## config.mk

```make
export PLATFORM = sky130hd
export DESIGN_NAME = tlb_op_ctrl
export DESIGN_NICKNAME = d
export VERILOG_FILES = /design/src/rtl/tlb_op_ctrl.sv
export SDC_FILE = /design/constraint.sdc
export NUM_CORES = 1
export LEC_CHECK = 0
export CORE_AREA = 2 2 153 155
export CTS_CLUSTER_DIAMETER = 200
export DETAILED_ROUTE_END_ITERATION = 7
export DIE_AREA = 0 0 155 157
export PLACE_DENSITY = 0.77
export SETUP_SLACK_MARGIN = 0.2
export SLEW_MARGIN = 20
export SYNTH_ARGS = -nofsm -noshare
export SYNTH_HDL_FRONTEND = slang
export SYNTH_SLANG_ARGS = --single-unit
```

## constraint.sdc

```tcl
create_clock -name clk -period 6 [get_ports clk]
set_input_delay 0.9 -clock clk [delete_from_list [all_inputs] [get_ports clk]]
set_output_delay 0.9 -clock clk [all_outputs]
set_load 0.01 [all_outputs]
```

## src/rtl/tlb_op_ctrl.sv

```systemverilog
`default_nettype none
//==============================================================================
// Module      : tlb_op_ctrl
// Description : TLB maintenance sequencer between commit and the tlb block.
//               Accepts one TLBSRCH / TLBRD / TLBWR / TLBFILL / INVTLB request
//               at a time, drives the TLB search / write / fill / invalidate
//               strobes, captures search and read results, and issues the
//               CSR write-backs for TLBIDX, TLBEHI, TLBELO0, TLBELO1 and ASID.
//               Also provides the TLBFILL replacement index.
//
// Ports       : clk, rst (async, active high)
//               op_valid/op_ready/op_type/op_inv_op  request handshake
//               csr_tlbehi, csr_tlbidx               current CSR values
//               srch_fetch, srch_vppn                search request
//               tlb_found, tlb_index                 search result
//               tlbwr_en, tlbfill_en, rand_index     write / fill strobes
//               invtlb_en                            invalidate strobe
//               rd_*                                 TLB read data
//               wb_we, wb_*                          CSR write-back
//               done, done_ill                       completion pulse
//
// Config      : TLB_FILL_LFSR_EN - when defined the fill index source is a
//               maximal-length Galois LFSR (seed 1) instead of an up counter.
//
// Revision    : 1.0  initial release
//==============================================================================
module tlb_op_ctrl #(
    parameter int TLBNUM = 32,
    localparam int IW = $clog2(TLBNUM)
) (
    input  logic          clk,
    input  logic          rst,
    input  logic          op_valid,
    output logic          op_ready,
    input  logic [2:0]    op_type,
    input  logic [4:0]    op_inv_op,
    input  logic [31:0]   csr_tlbehi,
    input  logic [31:0]   csr_tlbidx,
    output logic          srch_fetch,
    output logic [18:0]   srch_vppn,
    input  logic          tlb_found,
    input  logic [IW-1:0] tlb_index,
    output logic          tlbwr_en,
    output logic          tlbfill_en,
    output logic [IW-1:0] rand_index,
    output logic          invtlb_en,
    input  logic [31:0]   rd_tlbehi,
    input  logic [31:0]   rd_tlbelo0,
    input  logic [31:0]   rd_tlbelo1,
    input  logic [31:0]   rd_tlbidx,
    input  logic [9:0]    rd_asid,
    output logic [4:0]    wb_we,
    output logic [31:0]   wb_tlbidx,
    output logic [31:0]   wb_tlbehi,
    output logic [31:0]   wb_tlbelo0,
    output logic [31:0]   wb_tlbelo1,
    output logic [9:0]    wb_asid,
    output logic          done,
    output logic          done_ill
);

    localparam logic [2:0] c_OP_SRCH = 3'd0;
    localparam logic [2:0] c_OP_RD   = 3'd1;
    localparam logic [2:0] c_OP_WR   = 3'd2;
    localparam logic [2:0] c_OP_FILL = 3'd3;
    localparam logic [2:0] c_OP_INV  = 3'd4;

    typedef enum logic [1:0] {
        S_IDLE = 2'd0,
        S_REQ  = 2'd1,
        S_RESP = 2'd2,
        S_DONE = 2'd3
    } state_t;

    state_t        r_state;
    state_t        w_next;
    logic [2:0]    r_op;
    logic          r_ill;
    logic [18:0]   r_vppn;
    logic [IW-1:0] r_rand_idx;
    logic [IW-1:0] r_rand_src;
    logic [4:0]    r_wb_we;
    logic [31:0]   r_wb_idx;
    logic [31:0]   r_wb_ehi;
    logic [31:0]   r_wb_elo0;
    logic [31:0]   r_wb_elo1;
    logic [9:0]    r_wb_asid;

    logic          w_accept;
    logic          w_illegal;
    logic          w_in_done;
    logic [IW-1:0] w_rand_next;

    // Only the VPPN field of TLBEHI and the NE/PS fields of the read TLBIDX
    // are consumed here.
    logic w_unused;
    assign w_unused = &{1'b0, csr_tlbehi[12:0], rd_tlbidx[30], rd_tlbidx[23:0]};

    assign w_accept  = op_valid && (r_state == S_IDLE);
    assign w_illegal = (op_type > c_OP_INV) ||
                       ((op_type == c_OP_INV) && (op_inv_op > 5'd6));
    assign w_in_done = (r_state == S_DONE);

    //--------------------------------------------------------------------------
    // Fill index source: advances every cycle regardless of FSM state.
    //--------------------------------------------------------------------------
`ifdef TLB_FILL_LFSR_EN
    // Galois feedback masks for maximal-length sequences, IW = 2..5.
    function automatic int lfsr_taps(input int w);
        case (w)
            2:       return 'b11;
            3:       return 'b110;
            4:       return 'b1100;
            default: return 'b10100;   // x^5 + x^3 + 1
        endcase
    endfunction

    localparam logic [IW-1:0] c_LFSR_TAPS = IW'(lfsr_taps(IW));
    localparam logic [IW-1:0] c_SRC_SEED  = IW'(1);

    assign w_rand_next = r_rand_src[0] ? ((r_rand_src >> 1) ^ c_LFSR_TAPS)
                                       : (r_rand_src >> 1);
`else
    localparam logic [IW-1:0] c_SRC_SEED  = '0;

    // TLBNUM is a power of two, so natural IW-bit wrap gives 0..TLBNUM-1.
    assign w_rand_next = r_rand_src + IW'(1);
`endif

    always_ff @(posedge clk or posedge rst) begin
        if (rst) begin
            r_rand_src <= c_SRC_SEED;
        end else begin
            r_rand_src <= w_rand_next;
        end
    end

    //--------------------------------------------------------------------------
    // State register
    //--------------------------------------------------------------------------
    always_ff @(posedge clk or posedge rst) begin
        if (rst) begin
            r_state <= S_IDLE;
        end else begin
            r_state <= w_next;
        end
    end

    //--------------------------------------------------------------------------
    // Next state and decoded outputs
    //--------------------------------------------------------------------------
    always_comb begin
        w_next     = r_state;
        op_ready   = 1'b0;
        srch_fetch = 1'b0;
        tlbwr_en   = 1'b0;
        tlbfill_en = 1'b0;
        invtlb_en  = 1'b0;
        done       = 1'b0;
        done_ill   = 1'b0;
        unique case (r_state)
            S_IDLE: begin
                op_ready = 1'b1;
                if (op_valid) begin
                    w_next = w_illegal ? S_DONE : S_REQ;
                end
            end
            S_REQ: begin
                // RD has no strobe: the read port is addressed by csr_tlbidx.
                srch_fetch = (r_op == c_OP_SRCH);
                tlbwr_en   = (r_op == c_OP_WR);
                tlbfill_en = (r_op == c_OP_FILL);
                invtlb_en  = (r_op == c_OP_INV);
                w_next     = ((r_op == c_OP_SRCH) || (r_op == c_OP_RD)) ? S_RESP
                                                                        : S_DONE;
            end
            S_RESP: begin
                w_next = S_DONE;
            end
            S_DONE: begin
                done     = 1'b1;
                done_ill = r_ill;
                w_next   = S_IDLE;
            end
            default: begin
                w_next = S_IDLE;
            end
        endcase
    end

    // Write-back is visible only during the DONE cycle.
    assign wb_we      = w_in_done ? r_wb_we   : '0;
    assign wb_tlbidx  = w_in_done ? r_wb_idx  : '0;
    assign wb_tlbehi  = w_in_done ? r_wb_ehi  : '0;
    assign wb_tlbelo0 = w_in_done ? r_wb_elo0 : '0;
    assign wb_tlbelo1 = w_in_done ? r_wb_elo1 : '0;
    assign wb_asid    = w_in_done ? r_wb_asid : '0;

    assign srch_vppn  = r_vppn;
    assign rand_index = r_rand_idx;

    //--------------------------------------------------------------------------
    // Request latch and result capture
    //--------------------------------------------------------------------------
    always_ff @(posedge clk or posedge rst) begin
        if (rst) begin
            r_op       <= '0;
            r_ill      <= 1'b0;
            r_vppn     <= '0;
            r_rand_idx <= '0;
            r_wb_we    <= '0;
            r_wb_idx   <= '0;
            r_wb_ehi   <= '0;
            r_wb_elo0  <= '0;
            r_wb_elo1  <= '0;
            r_wb_asid  <= '0;
        end else if (w_accept) begin
            r_op       <= op_type;
            r_ill      <= w_illegal;
            r_vppn     <= csr_tlbehi[31:13];
            r_rand_idx <= r_rand_src;
            // Cleared here so ops without a RESP phase write back nothing.
            r_wb_we    <= '0;
            r_wb_idx   <= '0;
            r_wb_ehi   <= '0;
            r_wb_elo0  <= '0;
            r_wb_elo1  <= '0;
            r_wb_asid  <= '0;
        end else if (r_state == S_RESP) begin
            if (r_op == c_OP_SRCH) begin
                r_wb_we  <= 5'b00001;
                r_wb_idx <= tlb_found ? {1'b0, csr_tlbidx[30:IW], tlb_index}
                                      : {1'b1, csr_tlbidx[30:0]};
            end else begin
                r_wb_we <= 5'b11111;
                if (!rd_tlbidx[31]) begin
                    r_wb_idx  <= {1'b0, csr_tlbidx[30], rd_tlbidx[29:24],
                                  csr_tlbidx[23:0]};
                    r_wb_ehi  <= rd_tlbehi;
                    r_wb_elo0 <= rd_tlbelo0;
                    r_wb_elo1 <= rd_tlbelo1;
                    r_wb_asid <= rd_asid;
                end else begin
                    // Empty entry: mark NE, clear PS and the entry contents.
                    r_wb_idx  <= {1'b1, csr_tlbidx[30], 6'b0, csr_tlbidx[23:0]};
                    r_wb_ehi  <= '0;
                    r_wb_elo0 <= '0;
                    r_wb_elo1 <= '0;
                    r_wb_asid <= '0;
                end
            end
        end
    end

endmodule
`default_nettype wire
```

==> impl_metrics.csv <==
group,metric,value,unit
outcome,outcome,"completed",
setup_path,critical_path.reg2reg.startpoint,"r_state[0]",
grt,globalRouteOverflowTotal,0,
synthesis,synth_fp_nets,903,
clock_tree,clk-insertion-delay-late,0.43,ns
cells_and_area,final_layout_size_suffix_gt1_frac,0.0445,
hold_path,hold_path.class,"register to register",
clock_tree,cts_setup_buffers,0,
clock_tree,post_cts_resized,0,
timing,setup_ws,2.15,ns
setup_path,worst_path_max_delay_cell,"ha_4",
clock_tree,ctsHoldBuffers,0,
clock_tree,cts_max_level,4,
synthesis,synthArstFlopShare,1.00,
timing,slew_viol_final,0,
drt,routed-via-count,6241,
drt,post_drt_via_cell_ratio,4.81,
synthesis,synthesis.area,7620,sq um
synthesis,synthesis.yosys.warnings,0,
pwr,power-per-cell-area,397,nW/um^2
drt,drc,0,
floorplan,die-width,155,um
cells_and_area,layout_commonest_cell,"clkdlybuf4s50_1",
pwr,p_total,4.72,mW
setup_path,critical_path.startpoint_type,"register",
timing,worst_pin_slew,1.05,ns
pwr,p_leak,5.27,nW
cells_and_area,fin_cells,1298,
synthesis,ys.flop_type,"dfrtp_1",
setup_path,cp.required,5.10,ns
pwr,power.ir.vdd_worst,0.229,mV
cells_and_area,net_count_reported_at_finish,1224,
placement,detailedPlace.worstSlack,2.46,ns
synthesis,synth_cell_types,36,
setup_path,crit_path_max_fanout,74,
flow_run,max-cap-violations,0,
placement,portBuffers,353,
synthesis,yosys_register_bits,175,
setup_path,critical_path.startpoint,"r_state[1]",
floorplan,floorplan.initialDensity,0.339,
setup_path,crit_path_end_kind,"primary output",
timing,fin_worst_hold_slack,0.473,ns
cells_and_area,layout_common_cells,"clkdlybuf4s50_1 (353), dfrtp_1 (175), and2_1 (147), a22o_1 (106), nand2_1 (84)",
placement,place_inst,1265,
clock_tree,number_of_sinks_on_the_clock_net,175,
hold_path,timing.hold.worst.start,"r_rand_src[0]",
grt,grt_start_max_net_pins,106,
timing,fmax,260,MHz
timing,finalSetupTns,0,ns
synthesis,average_cell_area_after_synthesis,11.2,sq um
timing,timing.clock.skew,0.0118,ns
drt,drt-total-wl,22.9,mm
drt,antenna_left,0,
floorplan,core_area,22500,sq um
setup_path,critical-path-top-delay-family,"buffers and inverters",
drt,first_pass_iters,6,
grt,number_of_global_route_vias_before_repair,6372,
floorplan,dieArea,24300,sq um
setup_path,cp_num_buf_inv,2,
cells_and_area,fillerInstances,1998,
cells_and_area,multi_input_area,2960,sq um
synthesis,synth_edf_count,0,
floorplan,ios,393,
drt,first_iter_violations,344,
timing,relSlewSlack,0.303,
clock_tree,numCtsBuffers,17,
synthesis,synth_sequential_area_ratio,0.574,
clock_tree,clock_path_buffers,2,
timing,finalHoldViolations,0,
grt,grt.total_usage,0.187,
clock_tree,tritoncts,"built",
timing,fin_crit_sh,0.642,
setup_path,worstSetupPathType,"register to primary output",
timing,setup_viol,0,
placement,globalplace.congestion,0.789,
setup_path,critical-path-max-stage-delay,0.62,ns
clock_tree,worst_setup_hold_path_clk_slew,0.07,ns
grt,wire_length_of_the_first_global_routing_pass,35.7,mm
setup_path,critical_path.cell_chain,"ha_4 > buf_4 > and2_1 > clkdlybuf4s50_1",
synthesis,synthCells,678,
placement,estimated_wirelength_of_the_detail_placed_design,15.6,mm
timing,shortest_period_the_worst_path_allows,3.85,ns
grt,grt_antenna_before_repair,2,
cells_and_area,area_growth,55.9,%
cells_and_area,regArea,4380,sq um
setup_path,cp_data_arrival_time,2.95,ns
clock_tree,clock-root-buffer,"clkbuf_16",
floorplan,die_height,157,um
floorplan,std_cell_rows,55,
drt,avgRoutedWirePerCell,17.6,um
timing,rsz_0062_raised_after_global_routing,"false",
## metal layers
layer | vias to the layer above | track usage | routed length [um]
met2 | 274 | 0.295 | 10500
met1 | 2970 | 0.235 | 9680
li1 | 2953 | - | -
met4 | 2 | 0.0666 | 643
met5 | - | 0 | 16
met3 | 42 | 0.0719 | 1990
## cells by family after synthesis
group	share of synthesized area
adder cells (fa/ha/maj)	0.00985
AND/OR/NAND/NOR	0.193
buffers and inverters	0.0400
XOR/XNOR	0.00345
multiplexers	0.0341
flip-flops	0.574
AO/OA/AOI/OAI	0.145
## layout make-up
cell class | count | area share
Clock inverter | 14 | 0.0117
Multi-Input combinational cell | 442 | 0.249
Antenna cell | 1 | 0.000211
Timing Repair Buffer | 359 | 0.302
Clock buffer | 18 | 0.0361
Inverter | 4 | 0.00168
Tap cell | 285 | 0.0300
Sequential cell | 175 | 0.368
## worst register-to-register path, cell delays in order (launching register included)
cell and delay (ns):
dfrtp_1 0.44, inv_1 0.15, ha_2 0.88, nor4b_4 0.39
buf_4 0.66, a22o_1 0.31
## sequential cells by signal (all words and copies together), names as in the netlist, 3 cells and up
signal,count
r_wb_ehi,32
r_wb_elo0,32
r_wb_elo1,32
r_wb_idx,32
srch_vppn,19
r_wb_asid,10
r_rand_src,5
rand_index,5
r_op,3
## path summary, 6_finish.rpt
check	endpoint	slack, ns	cells after the start
worst max-delay path	wb_we[2]	2.15	4
worst min-delay path	r_rand_src[0]	0.47	1
worst max register to register	r_wb_elo0[19]	3.10	5
worst min register to register	r_rand_src[0]	0.47	1
max in group asynchronous	r_wb_elo0[31]	4.00	3
min in group asynchronous	r_wb_elo1[20]	1.04	2
## power breakdown
part	internal, mW	total (mW)	switching (mW)
Sequential	1.53	1.71	0.185
Clock	0.555	1.09	0.531
Combinational	0.949	1.92	0.973
Total	3.03	4.72	1.69
## metrics by stage
stage	cell area, sq um	util
2_1_floorplan	7620	-
3_3_place_gp	11300	0.503
3_5_place_dp	11300	0.503
4_1_cts	11900	0.528
5_1_grt	11900	0.528
6_report	11900	0.528
## synthesized netlist by cell type (all sizes together), types with 3 or more instances
master,instances,area share
a221o,6,0.0079
nor2,25,0.012
a21oi,8,0.0057
clkbuf,26,0.013
mux2i,26,0.034
and2,148,0.12
dfrtp,175,0.57
inv,4,0.0020
a22o,106,0.12
nand2,84,0.041
buf,31,0.025
o21ai,10,0.0066
nand3,3,0.0020
ha,6,0.0098
Power figures use the tool's default switching activity.
